### config.mk
export PLATFORM = sky130hd
export DESIGN_NAME = decode_regfile_stage
export DESIGN_NICKNAME = d
export VERILOG_FILES = /design/src/rtl/decode_regfile_stage.sv
export SDC_FILE = /design/constraint.sdc
export NUM_CORES = 2
export LEC_CHECK = 0
export CAP_MARGIN = 20
export CORE_UTILIZATION = 55
export CTS_CLUSTER_SIZE = 30
export DETAILED_ROUTE_END_ITERATION = 6
export PLACE_DENSITY = 0.72
export SLEW_MARGIN = 10
export SYNTH_ARGS = -nofsm -noshare
export SYNTH_HDL_FRONTEND = slang
export SYNTH_SLANG_ARGS = --single-unit
### constraint.sdc
create_clock -name clk -period 181 [get_ports clk]
set_input_delay 36.2 -clock clk [delete_from_list [all_inputs] [get_ports clk]]
set_output_delay 36.2 -clock clk [all_outputs]
set_load 0.01 [all_outputs]
### src/rtl/decode_regfile_stage.sv
// decode_regfile_stage: RV instruction decode + register read.
// Scoreboard stall, writeback bypass, hard-wired x0, flush.
module decode_regfile_stage #(
    parameter int XLEN      = 64,
    parameter int NREGS     = 32,
    parameter bit WB_BYPASS = 1'b1
) (
    input  logic            clk,
    input  logic            reset,
    input  logic            in_valid,
    output logic            in_ready,
    input  logic [31:0]     instruction,
    output logic            out_valid,
    input  logic            out_ready,
    output logic [6:0]      out_opcode,
    output logic [4:0]      out_rd,
    output logic [2:0]      out_funct3,
    output logic [4:0]      out_rs1,
    output logic [4:0]      out_rs2,
    output logic [6:0]      out_funct7,
    output logic [XLEN-1:0] out_rdata1,
    output logic [XLEN-1:0] out_rdata2,
    output logic            out_writes_rd,
    input  logic            wb_valid,
    input  logic [4:0]      wb_rd,
    input  logic [XLEN-1:0] wb_data,
    input  logic            flush
);
    localparam int AW = $clog2(NREGS);

    localparam logic [6:0] OP_R    = 7'b0110011;
    localparam logic [6:0] OP_R32  = 7'b0111011;
    localparam logic [6:0] OP_I    = 7'b0010011;
    localparam logic [6:0] OP_I32  = 7'b0011011;
    localparam logic [6:0] OP_LD   = 7'b0000011;
    localparam logic [6:0] OP_JAL  = 7'b1101111;
    localparam logic [6:0] OP_JALR = 7'b1100111;
    localparam logic [6:0] OP_LUI  = 7'b0110111;
    localparam logic [6:0] OP_AUI  = 7'b0010111;
    localparam logic [6:0] OP_ST   = 7'b0100011;
    localparam logic [6:0] OP_BR   = 7'b1100011;

    typedef struct packed {
        logic [6:0]      opcode;
        logic [4:0]      rd;
        logic [2:0]      funct3;
        logic [4:0]      rs1;
        logic [4:0]      rs2;
        logic [6:0]      funct7;
        logic [XLEN-1:0] rdata1;
        logic [XLEN-1:0] rdata2;
        logic            writes_rd;
    } id_ex_t;

    logic [6:0]      opcode;
    logic [4:0]      rd;
    logic [4:0]      rs1;
    logic [4:0]      rs2;
    logic [AW-1:0]   rdi;
    logic [AW-1:0]   s1;
    logic [AW-1:0]   s2;
    logic [AW-1:0]   wbi;
    logic            wr_op;
    logic            writes_rd;
    logic            uses_rs1;
    logic            uses_rs2;
    logic [NREGS-1:0] pend;
    logic [NREGS-1:0] pend_nxt;
    logic [XLEN-1:0] rf [NREGS];
    logic            byp1;
    logic            byp2;
    logic            clr1;
    logic            clr2;
    logic            wb_hit_rd;
    logic            hazard;
    logic            issue;
    logic [XLEN-1:0] rd1;
    logic [XLEN-1:0] rd2;
    id_ex_t          ex_d;
    id_ex_t          ex_q;

    assign opcode = instruction[6:0];
    assign rd     = instruction[11:7];
    assign rs1    = instruction[19:15];
    assign rs2    = instruction[24:20];
    assign rdi    = rd[AW-1:0];
    assign s1     = rs1[AW-1:0];
    assign s2     = rs2[AW-1:0];
    assign wbi    = wb_rd[AW-1:0];

    // opcode class -> destination / source usage
    always_comb begin
        wr_op    = 1'b0;
        uses_rs1 = 1'b1;
        uses_rs2 = 1'b0;
        unique case (opcode)
            OP_R, OP_R32: begin
                wr_op    = 1'b1;
                uses_rs2 = 1'b1;
            end
            OP_I, OP_I32, OP_LD, OP_JALR: begin
                wr_op = 1'b1;
            end
            OP_JAL, OP_LUI, OP_AUI: begin
                wr_op    = 1'b1;
                uses_rs1 = 1'b0;
            end
            OP_ST, OP_BR: begin
                uses_rs2 = 1'b1;
            end
            default: begin
            end
        endcase
    end

    assign writes_rd = wr_op && (rd != 5'd0);

    assign wb_hit_rd = wb_valid && (wbi == rdi);
    assign byp1 = WB_BYPASS && wb_valid && (wbi == s1);
    assign byp2 = WB_BYPASS && wb_valid && (wbi == s2);
    assign clr1 = (s1 == '0) || !pend[s1] || byp1;
    assign clr2 = (s2 == '0) || !pend[s2] || byp2;

    // WAW releases on writeback even without bypass
    assign hazard = (uses_rs1 && !clr1)
                 || (uses_rs2 && !clr2)
                 || (writes_rd && pend[rdi] && !wb_hit_rd);

    assign in_ready = !reset && !flush && !hazard
                   && (!out_valid || out_ready);
    assign issue = in_valid && in_ready;

    assign rd1 = (s1 == '0) ? '0 : byp1 ? wb_data : rf[s1];
    assign rd2 = (s2 == '0) ? '0 : byp2 ? wb_data : rf[s2];

    assign ex_d = '{
        opcode:    opcode,
        rd:        rd,
        funct3:    instruction[14:12],
        rs1:       rs1,
        rs2:       rs2,
        funct7:    instruction[31:25],
        rdata1:    rd1,
        rdata2:    rd2,
        writes_rd: writes_rd
    };

    // scoreboard update: flush clears, set beats same-cycle clear
    always_comb begin
        pend_nxt = pend;
        if (flush) begin
            pend_nxt = '0;
        end else begin
            if (wb_valid) pend_nxt[wbi] = 1'b0;
            if (issue && writes_rd) pend_nxt[rdi] = 1'b1;
        end
        pend_nxt[0] = 1'b0;
    end

    // pending-write bits
    always_ff @(posedge clk or posedge reset) begin
        if (reset) pend <= '0;
        else       pend <= pend_nxt;
    end

    // register file write port; x0 never written
    always_ff @(posedge clk or posedge reset) begin
        if (reset) begin
            for (int i = 0; i < NREGS; i++) rf[i] <= '0;
        end else if (wb_valid && (wbi != '0)) begin
            rf[wbi] <= wb_data;
        end
    end

    // output bundle register with valid/ready hold
    always_ff @(posedge clk or posedge reset) begin
        if (reset) begin
            out_valid <= 1'b0;
            ex_q      <= '0;
        end else if (flush) begin
            out_valid <= 1'b0;
        end else if (issue) begin
            out_valid <= 1'b1;
            ex_q      <= ex_d;
        end else if (out_ready) begin
            out_valid <= 1'b0;
        end
    end

    assign out_opcode    = ex_q.opcode;
    assign out_rd        = ex_q.rd;
    assign out_funct3    = ex_q.funct3;
    assign out_rs1       = ex_q.rs1;
    assign out_rs2       = ex_q.rs2;
    assign out_funct7    = ex_q.funct7;
    assign out_rdata1    = ex_q.rdata1;
    assign out_rdata2    = ex_q.rdata2;
    assign out_writes_rd = ex_q.writes_rd;

endmodule
---- Word level (Yosys, flattened, before mapping) ----
Index checks and enable logic that the tools add are counted.
storage, ports and cells
  bits in registers ....................... 2241
operators by class
  equal/unequal tests ..................... 14
  muxes and demuxes ....................... 33
  reduce and logical (&&, ||, !) cells .... 42
  bitwise gates (word level) .............. 7
  magnitude comparators ................... 10
operators by type and width
  operator                                                                              count
  2048-bit bitwise mux                                                                  1
  64-bit binary-select mux with 5-bit select                                            2
  64-bit 2-to-1 mux                                                                     9
  64-bit demux with 5-bit select                                                        1
  32-bit 2-to-1 mux                                                                     4
  32-bit bitwise AND                                                                    1
  32-bit inverter                                                                       1
  32-bit OR                                                                             1
  7-bit by 6-bit equality test with 1-bit output (second input constant)                4
  5-bit by 6-bit < comparator with 1-bit output (second input constant)                 4
  7-bit by 5-bit equality test with 1-bit output (second input constant)                3
  7-bit equality test (second input constant)                                           3
  6-bit greater-or-equal comparator (second input constant)                             3
  5-bit inverter with 6-bit output                                                      3
  1-bit logical AND                                                                     17
  1-bit binary-select mux with 5-bit select                                             3
  5-bit equality test                                                                   3
  1-bit 2-to-1 mux                                                                      11
  1-bit demux with 5-bit select                                                         2
  5-bit by 1-bit greater-or-equal comparator with 1-bit output (second input constant)  2
  5-bit logical NOT                                                                     2
  5-bit nonzero test                                                                    2
  1-bit logical NOT                                                                     9
  9-bit OR reduction                                                                    1
  8 further kinds                                                                       14

---- Longest topological paths before layout ----
  depth in word-level cells ............... 16
  gate-level depth with buffers ........... 13

---- Worst setup path before layout ----
Ideal clock, no wire load.
  path kind ............................... in2out
  start point ............................. input instruction[20]
  end point ............................... output in_ready
  arrival ................................. 37.763 ns
  cell stages on the path ................. 7
  buffers on the path ..................... 2
  slack ................................... 107.037 ns
  data required time ...................... 144.800 ns
  path through ............................ buf_2 > buf_4 > mux4_2 > nand2b_1 > a221oi_1 > a311oi_1 > nor3_1
on the way
  cells in the longest elaborated chain, start to end .. 12
RTL lines
  element                                    RTL line  RTL
  start, declared                            12        input logic [31:0] instruction,
  1-bit binary-select mux with 5-bit select  122       assign clr2 = (s2 == '0) || !pend[s2] || byp2;
  1-bit 2-to-1 mux (not written as such)     122
  1-bit logical NOT                          122
  1-bit logical OR                           122
  1-bit logical OR (*)                       122
  1-bit logical NOT (*)                      126       || (uses_rs2 && !clr2)
  1-bit logical AND (*)                      126
  1-bit logical OR (*)                       126
  1-bit logical OR (*)                       127       || (writes_rd && pend[rdi] && !wb_hit_rd);
  1-bit logical NOT (*)                      129       assign in_ready = !reset && !flush && !hazard
  1-bit logical AND (*)                      129
  1-bit logical AND (*)                      130       && (!out_valid || out_ready);
  end, declared                              11        output logic in_ready,
Mark *: on every way between the ends. The rest lies on a longest branch, timed or not. The select of a mux whose other input is x is not followed.

---- Final worst setup path ----
  start point ............................. input wb_rd[4]
  end point ............................... output in_ready
on the way
  cells in the longest elaborated chain, start to end .. 10
RTL lines
  element                                        RTL line  RTL
  start, declared                                25        input logic [4:0] wb_rd,
  5-bit equality test, on equally long branches  119, 120
  1-bit logical AND, on equally long branches    119, 120
  1-bit logical OR, on equally long branches     121, 122
  1-bit logical NOT, on equally long branches    125, 126
  1-bit logical AND, on equally long branches    125, 126
  1-bit logical OR                               126
  1-bit logical OR (*)                           127
  1-bit logical NOT (*)                          129
  1-bit logical AND (*)                          129
  1-bit logical AND (*)                          130
Mark *: on every way between the ends. The rest lies on a longest branch, timed or not.

==> flow_metrics.tcl <==
set metrics [dict create \
    outcome "complete, but fails checks" \
    failed_checks "design-rule violations" \
    multiInputGateArea_um2 58000 \
    netlist_top_cells_area "dfrtp_1 48%, mux2_2 20%, mux4_2 20%" \
    stdcell_count 10800 \
    finClkSkew_ns 0.0301 \
    fillers 15500 \
    grt.overflow.total 0 \
    cts_tree "built" \
    ctsResizeCount 0 \
    drt_iter0_markers 10100 \
    cp_data_required_time_ns 144.80 \
    grt_start_max_net_pins 183 \
    ys_seq_area_frac 0.477 \
    grt_use_total 0.362 \
    die_h_um 464 \
    endpoint_kind "output port" \
    post_cts_buffers 0 \
    slew_headroom 0.146 \
    die_x_um 464 \
    cts_max_level 4 \
    seq_area_um2 56100 \
    synth_ff_type "dfrtp_1" \
    viasPerCell 7.24 \
    area.growth.synth_to_final_pct 10.9 \
    rsz0062_at_grt "false" \
    min_from "rf[2000]$_DFFE_PP0P_" \
    num_rows 169 \
    antenna_found_initial 36 \
    synthArstFlopShare 1.00 \
    syn_area_um2 117000 \
    grt_pass1_wl_um 567000 \
    r2r_start "pend[29]$_DFF_PP0_" \
    crit_start "wb_rd[4]" \
    cts.clk_slew.worst_paths_ns 0.06 \
    timing.setup.tns_ns 0 \
    gp_congestion 0.896 \
    ir_drop_v 0.00000943 \
    first_pass_iters 7 \
    synthTopCellsByCount "2241 x dfrtp_1, 2134 x mux2_2, 1035 x mux4_2, 669 x clkbuf_1, 266 x nand2_1" \
    holdWs_ns 0.397 \
    synth_top_cell_by_area "dfrtp_1" \
    setup_viol 0 \
    ys_ff_latch 2241 \
    drv_cap 0 \
    synth-edff-count 0 \
    clock-root-buffer "clkbuf_16" \
    final_hold_viol_count 0 \
    p_leak_nw 55.9 \
    clock_path_buffers 3 \
    ant_nets 0 \
    core-area_um2 212000 \
    reg2reg_slack_ns 176.96 \
    clkSinkCount 2241 \
    crit_path_max_fanout 11 \
    yosysUniqueCellTypes 57 \
    drive_gt1_frac 0.487 \
    yosys_warnings 0 \
    syn_inst 7922 \
    wl_um 388000 \
    place_hpwl_um 213000 \
    synth_fp_nets 8029 \
    timing.rr.end "out_rdata1[29]$_DFFE_PP0P_" \
    die_area_um2 215000 \
    vias 77900 \
    r2r_cells 7 \
    min_period_ns 76.15 \
    drv_slew 0 \
    yosysTopAreaCellShare 0.477 \
    avgSynthCellArea_um2 14.8 \
    synth.most_common_cell "dfrtp_1" \
    cp_data_arrival_time_ns 39.95 \
    endpoint "in_ready" \
    drc 189 \
    tightest_slew_ns 1.28 \
    fin_crit_sh 0.421 \
    startpoint_type "input port" \
    cts-buffers-inserted 231 \
    final_nets 7831 \
    grt_pass1_vias 79000 \
    max_freq_ghz 0.0131 \
    critical_path_class "input port to output port" \
    ctsHoldBuffers 0 \
    wl_per_cell_um 36.0 \
    place_inst 10300 \
    powerDensity_nw_per_um2 11.3 \
    worstSkewPairLatency_ns 0.90 \
    pin_count 270 \
    port_buffers 269 \
    hold_path.class "flip-flop to flip-flop" \
    start_util 0.554 \
]
## layout make-up
class / instances / area share
well taps: 2821 / 0.0271
flip-flops and latches: 2241 / 0.430
inverters: 25 / 0.000835
repair buffers: 494 / 0.0376
diodes: 28 / 0.000538
clock inverters: 78 / 0.00636
clock buffers: 349 / 0.0523
multi-input cells: 4731 / 0.445
## sequential cells by signal (all words and copies together), names as in the netlist
name and count:
out_funct3 3, out_funct7 7, out_opcode 7, out_rd 5, out_rdata1 64, out_rdata2 64
out_rs1 5, out_rs2 5, out_valid 1, out_writes_rd 1, pend 31, rf 2048
## cell families after synthesis
| logic type | synth area share |
|---|---|
| muxes | 0.425 |
| DFF | 0.477 |
| buffers and inverters | 0.0327 |
| AOI/OAI and AO/OA | 0.0380 |
| and+or+nand+nor | 0.0261 |
| xor gates and xnor gates | 0.00112 |
## report_power, final
group | switching, W | leakage, nW | internal (W)
combinational | 0.000130 | 23.4 | 0.000189
clock | 0.000208 | 3.80 | 0.000279
sequential | 0.0000713 | 28.7 | 0.000599
total | 0.000408 | 55.9 | 0.00107
## routing by layer
layer,vias to the layer above,GRT usage,part of all wire
met5,-,0.00134,0.00056
met4,28,0.174,0.052
met3,1092,0.0966,0.11
met2,4736,0.543,0.46
met1,42000,0.492,0.38
li1,30100,-,-
## critical path, cell delays in order
cell	delay [ns]
clkdlybuf4s50_1	0.63
xor2_1	0.24
nor4_1	0.79
a31oi_4	0.52
o2111ai_1	0.29
o311ai_1	0.25
nor3_1	0.41
clkdlybuf4s50_1	0.61
## metrics by stage
stage	utilization	setup slack, ns	total power [W]	cell area [um^2]
floorplan	-	81.48	0.000889	117000
global placement	0.576	105.00	0.000974	122000
detailed placement	0.576	104.91	0.000991	122000
CTS	0.612	104.91	0.00147	130000
global route	0.614	104.72	0.00153	130000
finish	0.614	104.85	0.00148	130000
## how the worst min path moves through the flow
stage	to	cells after the start
after floorplan	rf[1984]$_DFFE_PP0P_	1
after global placement	rf[1998]$_DFFE_PP0P_	0
after detailed placement	rf[1985]$_DFFE_PP0P_	0
after CTS	rf[1989]$_DFFE_PP0P_	0
after global routing	rf[2017]$_DFFE_PP0P_	0
final	rf[2000]$_DFFE_PP0P_	0
## layout by cell type, fill, tap and decap left out, drive strengths merged, types with 11 or more instances in the layout
cell / instances
dfrtp: 2241
mux2: 2157
mux4: 1035
clkbuf: 351
nand2: 266
clkdlybuf4s50: 259
buf: 233
mux2i: 230
o21ai: 137
a21oi: 120
nand3: 116
a22oi: 112
nor2: 88
a221oi: 60
clkinv: 57
nand4: 45
o22ai: 33
a211oi: 31
a22o: 31
o41ai: 30
inv: 30
diode: 28
nand3b: 26
nor2b: 22
a31oi: 21
or3b: 20
o211ai: 18
a32oi: 16
and3: 14
bufinv: 14
xor2: 12
a21o: 11
nand2b: 11
Note: power is estimated with default switching activity, not from simulation.
